==> src/rtl/kcc_isa_pkg.sv <==
// Shared ISA definitions for the scalar-multiplication program and the instruction decoder.
// Opcodes, control subcodes, tau-NAF digit encodings and the instruction word layout.
package kcc_isa_pkg;

    localparam int WORD_W = 15;

    // Field bit positions in a program word
    localparam int OPC_HI = 14;
    localparam int OPC_LO = 12;
    localparam int OP0_HI = 11;
    localparam int OP0_LO = 8;
    localparam int OP1_HI = 7;
    localparam int OP1_LO = 4;
    localparam int OP2_HI = 3;
    localparam int OP2_LO = 0;

    localparam logic [2:0] NOP_CTRL  = 3'd0;
    localparam logic [2:0] ADD       = 3'd1;
    localparam logic [2:0] MUL       = 3'd2;
    localparam logic [2:0] SQR       = 3'd3;
    localparam logic [2:0] INV       = 3'd4;
    localparam logic [2:0] COPY      = 3'd5;
    localparam logic [2:0] ILLEGAL   = 3'd6;
    localparam logic [2:0] WAIT_TBIT = 3'd7;

    localparam logic [3:0] CTRL_HALT     = 4'd0;
    localparam logic [3:0] CTRL_JUMP     = 4'd1;
    localparam logic [3:0] CTRL_DISPATCH = 4'd2;

    localparam logic [1:0] DIG_ZERO = 2'b00;
    localparam logic [1:0] DIG_POS  = 2'b01;
    localparam logic [1:0] DIG_ILL  = 2'b10;
    localparam logic [1:0] DIG_NEG  = 2'b11;

    typedef struct packed {
        logic [2:0] opcode;
        logic [3:0] op0;
        logic [3:0] op1;
        logic [3:0] op2;
    } instr_t;

    typedef enum logic [1:0] {
        ACT_ISSUE,
        ACT_BRANCH,
        ACT_HALT,
        ACT_FAULT
    } br_act_e;

endpackage

==> src/rtl/seq_branch_unit.sv <==
// Classifies a fetched word and computes the branch target for local control words.
// Purely combinational; the sequencer applies the result in its DECODE cycle.
module seq_branch_unit
    import kcc_isa_pkg::*;
#(
    parameter int                ADDR_W    = 8,
    parameter logic [ADDR_W-1:0] ZERO_ADDR = 'h10,
    parameter logic [ADDR_W-1:0] ADD_ADDR  = 'h20,
    parameter logic [ADDR_W-1:0] SUB_ADDR  = 'h40,
    parameter logic [ADDR_W-1:0] END_ADDR  = 'h60
) (
    input  instr_t            ir,
    input  logic              digit_valid,
    input  logic [1:0]        digit,
    input  logic              last,
    output br_act_e           act,
    output logic [ADDR_W-1:0] target,
    output logic              consume_digit
);

    always_comb begin
        act           = ACT_ISSUE;
        target        = '0;
        consume_digit = 1'b0;
        case (ir.opcode)
            NOP_CTRL: begin
                case (ir.op0)
                    CTRL_HALT: act = ACT_HALT;
                    CTRL_JUMP: begin
                        act    = ACT_BRANCH;
                        target = ADDR_W'({ir.op1, ir.op2});
                    end
                    CTRL_DISPATCH: begin
                        consume_digit = 1'b1;
                        if (!digit_valid || digit == DIG_ILL) begin
                            act = ACT_FAULT;
                        end else begin
                            act = ACT_BRANCH;
                            // The final digit overrides its own value: the loop epilogue runs instead.
                            if (last) begin
                                target = END_ADDR;
                            end else begin
                                case (digit)
                                    DIG_POS: target = ADD_ADDR;
                                    DIG_NEG: target = SUB_ADDR;
                                    default: target = ZERO_ADDR;
                                endcase
                            end
                        end
                    end
                    default: act = ACT_FAULT;
                endcase
            end
            // The decoder has no terminal state for this opcode and would never complete.
            ILLEGAL: act = ACT_FAULT;
            default: act = ACT_ISSUE;
        endcase
    end

endmodule

==> src/rtl/instruction_sequencer.sv <==
// Fetches program words, resolves control words locally and issues the rest to the decoder.
// Issue is a one-cycle ready pulse, then waits for executed; min issue interval = decoder latency + 3.
module instruction_sequencer
    import kcc_isa_pkg::*;
#(
    parameter int                ADDR_W     = 8,
    parameter logic [ADDR_W-1:0] START_ADDR = '0,
    parameter logic [ADDR_W-1:0] ZERO_ADDR  = 'h10,
    parameter logic [ADDR_W-1:0] ADD_ADDR   = 'h20,
    parameter logic [ADDR_W-1:0] SUB_ADDR   = 'h40,
    parameter logic [ADDR_W-1:0] END_ADDR   = 'h60
) (
    input  logic              clk,
    input  logic              rst,
    input  logic              start,
    output logic              rom_en,
    output logic [ADDR_W-1:0] rom_addr,
    input  logic [14:0]       rom_data,
    output logic              instruction_ready,
    output logic [2:0]        instruction,
    output logic [3:0]        op0,
    output logic [3:0]        op1,
    output logic [3:0]        op2,
    input  logic              instruction_executed,
    input  logic              tbit_ready,
    input  logic [1:0]        tbit_digit,
    input  logic              tbit_last,
    output logic              busy,
    output logic              done,
    output logic              error,
    output logic [15:0]       instr_count
);

    typedef enum logic [2:0] {
        S_IDLE,
        S_FETCH,
        S_DECODE,
        S_ISSUE,
        S_EXEC,
        S_DONE,
        S_ERROR
    } state_e;

    state_e            state_q, state_d;
    logic [ADDR_W-1:0] pc_q;
    instr_t            ir_q;
    logic              digit_valid_q;
    logic [1:0]        digit_q;
    logic              last_q;

    instr_t            fetched;
    br_act_e           act;
    logic [ADDR_W-1:0] target;
    logic              consume_digit;
    logic              unused_ok;

    // Digits arrive only through the executed handshake of a WAIT_TBIT.
    assign unused_ok = tbit_ready;
    assign fetched   = instr_t'(rom_data);

    seq_branch_unit #(
        .ADDR_W    (ADDR_W),
        .ZERO_ADDR (ZERO_ADDR),
        .ADD_ADDR  (ADD_ADDR),
        .SUB_ADDR  (SUB_ADDR),
        .END_ADDR  (END_ADDR)
    ) u_branch (
        .ir            (fetched),
        .digit_valid   (digit_valid_q),
        .digit         (digit_q),
        .last          (last_q),
        .act           (act),
        .target        (target),
        .consume_digit (consume_digit)
    );

    always_ff @(posedge clk or negedge rst) begin
        if (!rst) begin
            state_q <= S_IDLE;
        end else begin
            state_q <= state_d;
        end
    end

    always_comb begin
        state_d = state_q;
        case (state_q)
            S_IDLE:   if (start) state_d = S_FETCH;
            S_FETCH:  state_d = S_DECODE;
            S_DECODE: begin
                case (act)
                    ACT_ISSUE:  state_d = S_ISSUE;
                    ACT_BRANCH: state_d = S_FETCH;
                    ACT_HALT:   state_d = S_DONE;
                    default:    state_d = S_ERROR;
                endcase
            end
            S_ISSUE:  state_d = S_EXEC;
            S_EXEC:   if (instruction_executed) state_d = S_FETCH;
            default:  state_d = S_IDLE;
        endcase
    end

    always_ff @(posedge clk or negedge rst) begin
        if (!rst) begin
            pc_q          <= '0;
            ir_q          <= '0;
            digit_valid_q <= 1'b0;
            digit_q       <= '0;
            last_q        <= 1'b0;
            done          <= 1'b0;
            error         <= 1'b0;
            instr_count   <= '0;
        end else begin
            case (state_q)
                S_IDLE: begin
                    if (start) begin
                        pc_q          <= START_ADDR;
                        digit_valid_q <= 1'b0;
                        done          <= 1'b0;
                        error         <= 1'b0;
                        instr_count   <= '0;
                    end
                end
                S_DECODE: begin
                    ir_q <= fetched;
                    if (act == ACT_BRANCH) pc_q <= target;
                    if (consume_digit) digit_valid_q <= 1'b0;
                end
                S_ISSUE: begin
                    if (instr_count != 16'hFFFF) instr_count <= instr_count + 16'd1;
                end
                S_EXEC: begin
                    if (instruction_executed) begin
                        pc_q <= pc_q + ADDR_W'(1);
                        if (ir_q.opcode == WAIT_TBIT) begin
                            digit_q       <= tbit_digit;
                            last_q        <= tbit_last;
                            digit_valid_q <= 1'b1;
                        end
                    end
                end
                S_DONE:  done  <= 1'b1;
                S_ERROR: error <= 1'b1;
                default: ;
            endcase
        end
    end

    assign rom_en            = (state_q == S_FETCH);
    assign rom_addr          = pc_q;
    assign instruction_ready = (state_q == S_ISSUE);
    assign busy              = (state_q != S_IDLE);
    assign instruction       = ir_q.opcode;
    assign op0               = ir_q.op0;
    assign op1               = ir_q.op1;
    assign op2               = ir_q.op2;

    executed_only_in_exec: assert property (@(posedge clk) disable iff (!rst)
        instruction_executed |-> state_q == S_EXEC);

endmodule

==> config.mk <==
export PLATFORM = sky130hd
export DESIGN_NAME = instruction_sequencer
export DESIGN_NICKNAME = d
export VERILOG_FILES = /design/src/rtl/kcc_isa_pkg.sv /design/src/rtl/seq_branch_unit.sv /design/src/rtl/instruction_sequencer.sv
export SDC_FILE = /design/constraint.sdc
export NUM_CORES = 1
export LEC_CHECK = 0
export CORE_MARGIN = 4
export CORE_UTILIZATION = 35
export CTS_BUF_LIST = sky130_fd_sc_hd__clkbuf_2
export DETAILED_ROUTE_END_ITERATION = 7
export PLACE_DENSITY = 0.62
export SYNTH_ARGS = -nofsm -noshare
export SYNTH_HDL_FRONTEND = slang
export SYNTH_HIERARCHICAL = 1
export SYNTH_SLANG_ARGS = --single-unit
==> constraint.sdc <==
create_clock -name clk -period 3.85 [get_ports clk]
set_input_delay 0.5775 -clock clk [delete_from_list [all_inputs] [get_ports clk]]
set_output_delay 0.5775 -clock clk [all_outputs]
set_load 0.05 [all_outputs]
==> results.sh <==
export IMPL_finalCriticalPeriod_ns=3.16
export IMPL_std_cell_rows=31
export IMPL_fillers=736
export IMPL_tritoncts_num_buffers=5
export IMPL_placed_area_um2=3340
export IMPL_path_class="reg2out"
export IMPL_fmax_ghz=0.317
export IMPL_yosysWarnings=6
export IMPL_outcome="finished, final reports clean"
export IMPL_syn_num_nets=293
export IMPL_wl_met3_um=369
export IMPL_worstPathRequired_ns=3.27
export IMPL_ys_seq_area_share_pct=45.7
export IMPL_grt_overflow=0
export IMPL_core_um2=7290
export IMPL_die_area_um2=8950
export IMPL_top_layer="met4"
export IMPL_swShare_pct=47.7
export IMPL_synth_area_leaders="dfrtp_1, mux2_2, o21ai_0"
export IMPL_clkSinkCount=48
export IMPL_grt_pass1_wl_um=10900
export IMPL_die_h_um=94.6
export IMPL_synth_top_area_share_pct=45.7
export IMPL_clock_power_share_pct=11.1
export IMPL_ys_types=56
export IMPL_num_antenna_cells=0
export IMPL_start_util_pct=36.0
export IMPL_root_buffer="clkbuf_2"
export IMPL_cts_tree="done"
export IMPL_drv_slew=0
export IMPL_setup_viol=0
export IMPL_rsz0062_at_grt="false"
export IMPL_antenna_found_initial=0
export IMPL_cts_buffer_depth=2
export IMPL_detail_route_wl_per_cell_um=15.6
export IMPL_relSlewSlack_pct=26.7
export IMPL_final_antenna_net_count=0
export IMPL_layout_nets=357
export IMPL_crit_fanout=12
export IMPL_worstMarginPinSlew_ns=1.10
export IMPL_cts_resized=0
export IMPL_cp_startpoint="state_q[2]"
export IMPL_avgSynthCellArea_um2=9.91
export IMPL_clk_pin_slew_worst_paths_ns=0.24
export IMPL_synth_edff_count=0
export IMPL_async_flop_share_pct=100
export IMPL_postCtsSetupBuffers=0
export IMPL_start_kind="flop"
export IMPL_period_share_pct=82.1
export IMPL_crit_path_end_kind="output pin"
export IMPL_drive_gt1_share_pct=12.8
export IMPL_hold_buffers=0
export IMPL_p_int_mw=1.21
export IMPL_maxCapViolCount=0
export IMPL_peakVddDrop_uv=378
export IMPL_synth_area_um2=2630
export IMPL_ios=67
export IMPL_p_comb_share_pct=55.4
export IMPL_syn_instance_count=265
export IMPL_r2r_start="instr_count[0]"
export IMPL_finClkSkew_ns=0.0284
export IMPL_totalWireLength_um=6680
export IMPL_hold_violations=0
export IMPL_synth_ff_type="dfrtp_1"
export IMPL_rrSetupSlack_ns=1.68
export IMPL_ys_ff_latch=48
export IMPL_crit_arrival_ns=2.58
export IMPL_grt_max_degree=27
export IMPL_final_area_um2=3400
export IMPL_tns_ns=0
export IMPL_hold_path_class="in2async"
export IMPL_drt_iter0_drc=89
export IMPL_insertion_delay_ns=0.41
export IMPL_yosysTopAreaCell="dfrtp_1"
export IMPL_cellPowerDensity_nw_per_um2=683
export IMPL_route_met2_wl_um=3090
export IMPL_gp_congestion=0.819
export IMPL_port_buffers=65
export IMPL_areaGrowthSynthToFinish_pct=29.4
export IMPL_num_vias=2258
export IMPL_grtUsageTotal_pct=15.4
export IMPL_htreeDepth=2
export IMPL_power_switching_mw=1.11
export IMPL_drcViolationCount=0
export IMPL_leakage_nw=1.40
export IMPL_grt_pass1_vias=2187
export IMPL_dpl_hpwl_um=4940
export IMPL_wl_met1_um=3170
export IMPL_dr_pass1_iters=4
export IMPL_viasPerCell=5.29
export IMPL_p_seq_share_pct=33.5
export IMPL_dieWidth_um=94.6
## synthesized netlist by cell type (2+ instances only)
| cell | number |
|---|---|
| mux2_2 | 15 |
| and2_1 | 3 |
| a32oi_1 | 3 |
| o2bb2ai_1 | 3 |
| a21o_1 | 7 |
| and3_1 | 9 |
| dfrtp_1 | 48 |
| o21ai_0 | 25 |
| nor3_1 | 8 |
| mux2_4 | 3 |
| o31ai_1 | 3 |
| clkbuf_1 | 4 |
| or2_2 | 2 |
| nor2_1 | 16 |
| a21oi_1 | 16 |
| nand3_1 | 11 |
| nand2b_1 | 3 |
| a31oi_1 | 6 |
| nor4_1 | 2 |
| ha_1 | 5 |
| a22o_1 | 2 |
| buf_6 | 2 |
| nand4_1 | 6 |
| nand2_1 | 15 |
| inv_1 | 14 |
| or3_1 | 4 |
## final timing paths
path	end	depth (start not counted)
setup / recovery	instruction_ready	4
hold / removal	rom_addr[3]	1
setup reg to reg	instr_count[10]	6
hold reg to reg	instr_count[15]	1
max in group asynchronous	instruction[2]	2
min in group clk	instr_count[15]	1
## placed cells by master, fill, tap and decap left out, types with 8 or more instances in the layout
| cell | count |
|---|---|
| mux2_2 | 15 |
| and3_1 | 9 |
| dfrtp_1 | 48 |
| nor3_1 | 8 |
| inv_1 | 14 |
| o21ai_0 | 25 |
| clkdlybuf4s50_1 | 64 |
| nand3_1 | 11 |
| a21oi_1 | 16 |
| nor2_1 | 15 |
| nand2_1 | 15 |
## final cells by class
type | count | area, µm² | area share (%)
repair buffers | 67 | 661 | 19.4
clock buffers | 5 | 25.0 | 0.736
flip-flops and latches | 48 | 1200 | 35.3
multi-input cells | 193 | 1310 | 38.4
inverters | 14 | 52.6 | 1.55
clock inverters | 1 | 30.0 | 0.883
well taps | 99 | 124 | 3.64
## power groups by stage
| stage | sequential [mW] | combinational (mW) | clock, mW |
|---|---|---|---|
| after CTS | 0.777 | 1.30 | 0.273 |
| after global placement | 0.785 | 1.29 | 0 |
| after detailed placement | 0.788 | 1.30 | 0 |
| after floorplan | 1.13 | 0.567 | 0 |
| after global routing | 0.806 | 1.37 | 0.290 |
| final | 0.777 | 1.29 | 0.259 |
## layer usage
layer	track usage, %	vias up
li1	-	1105
met1	20.9	1087
met2	24.3	60
met3	3.98	6
met4	4.09	0
met5	0	-
## registers in the layout, summed over array words and instances (netlist names)
register	count
digit_q	2
digit_valid_q	1
done	1
error	1
instr_count	16
instruction	3
last_q	1
op0	4
op1	4
op2	4
rom_addr	8
state_q	3
## cell families after synthesis
group	count (synthesis)	synth area share, %
AO/OA/AOI/OAI	81	20.2
multiplexers	19	8.53
flip-flops	48	45.7
adder cells (fa/ha/maj)	5	2.38
AND/OR/NAND/NOR	88	18.5
buffers and inverters	24	4.62
## per-stage QoR
| stage | power, mW | std cells | utilization [%] | hold slack (ns) | worst slack, ns |
|---|---|---|---|---|---|
| after CTS | 2.35 | 427 | 46.6 | 0.137 | 0.635 |
| after floorplan | 1.70 | 265 | - | 0.282 | 1.51 |
| final | 2.32 | 427 | 46.6 | 0.131 | 0.690 |
| after detailed placement | 2.09 | 421 | 45.9 | 0.499 | 0.899 |
| after global routing | 2.46 | 427 | 46.6 | 0.153 | 0.482 |
| after global placement | 2.07 | 421 | 45.9 | 0.489 | 0.902 |
## worst max-delay path: stages, from the launching register on
cell	delay, ns
dfrtp_1	0.55
nor2b_2	0.24
nand2_2	0.19
inv_1	0.33
clkdlybuf4s50_1	0.87
(Power assumes the default switching activity.)
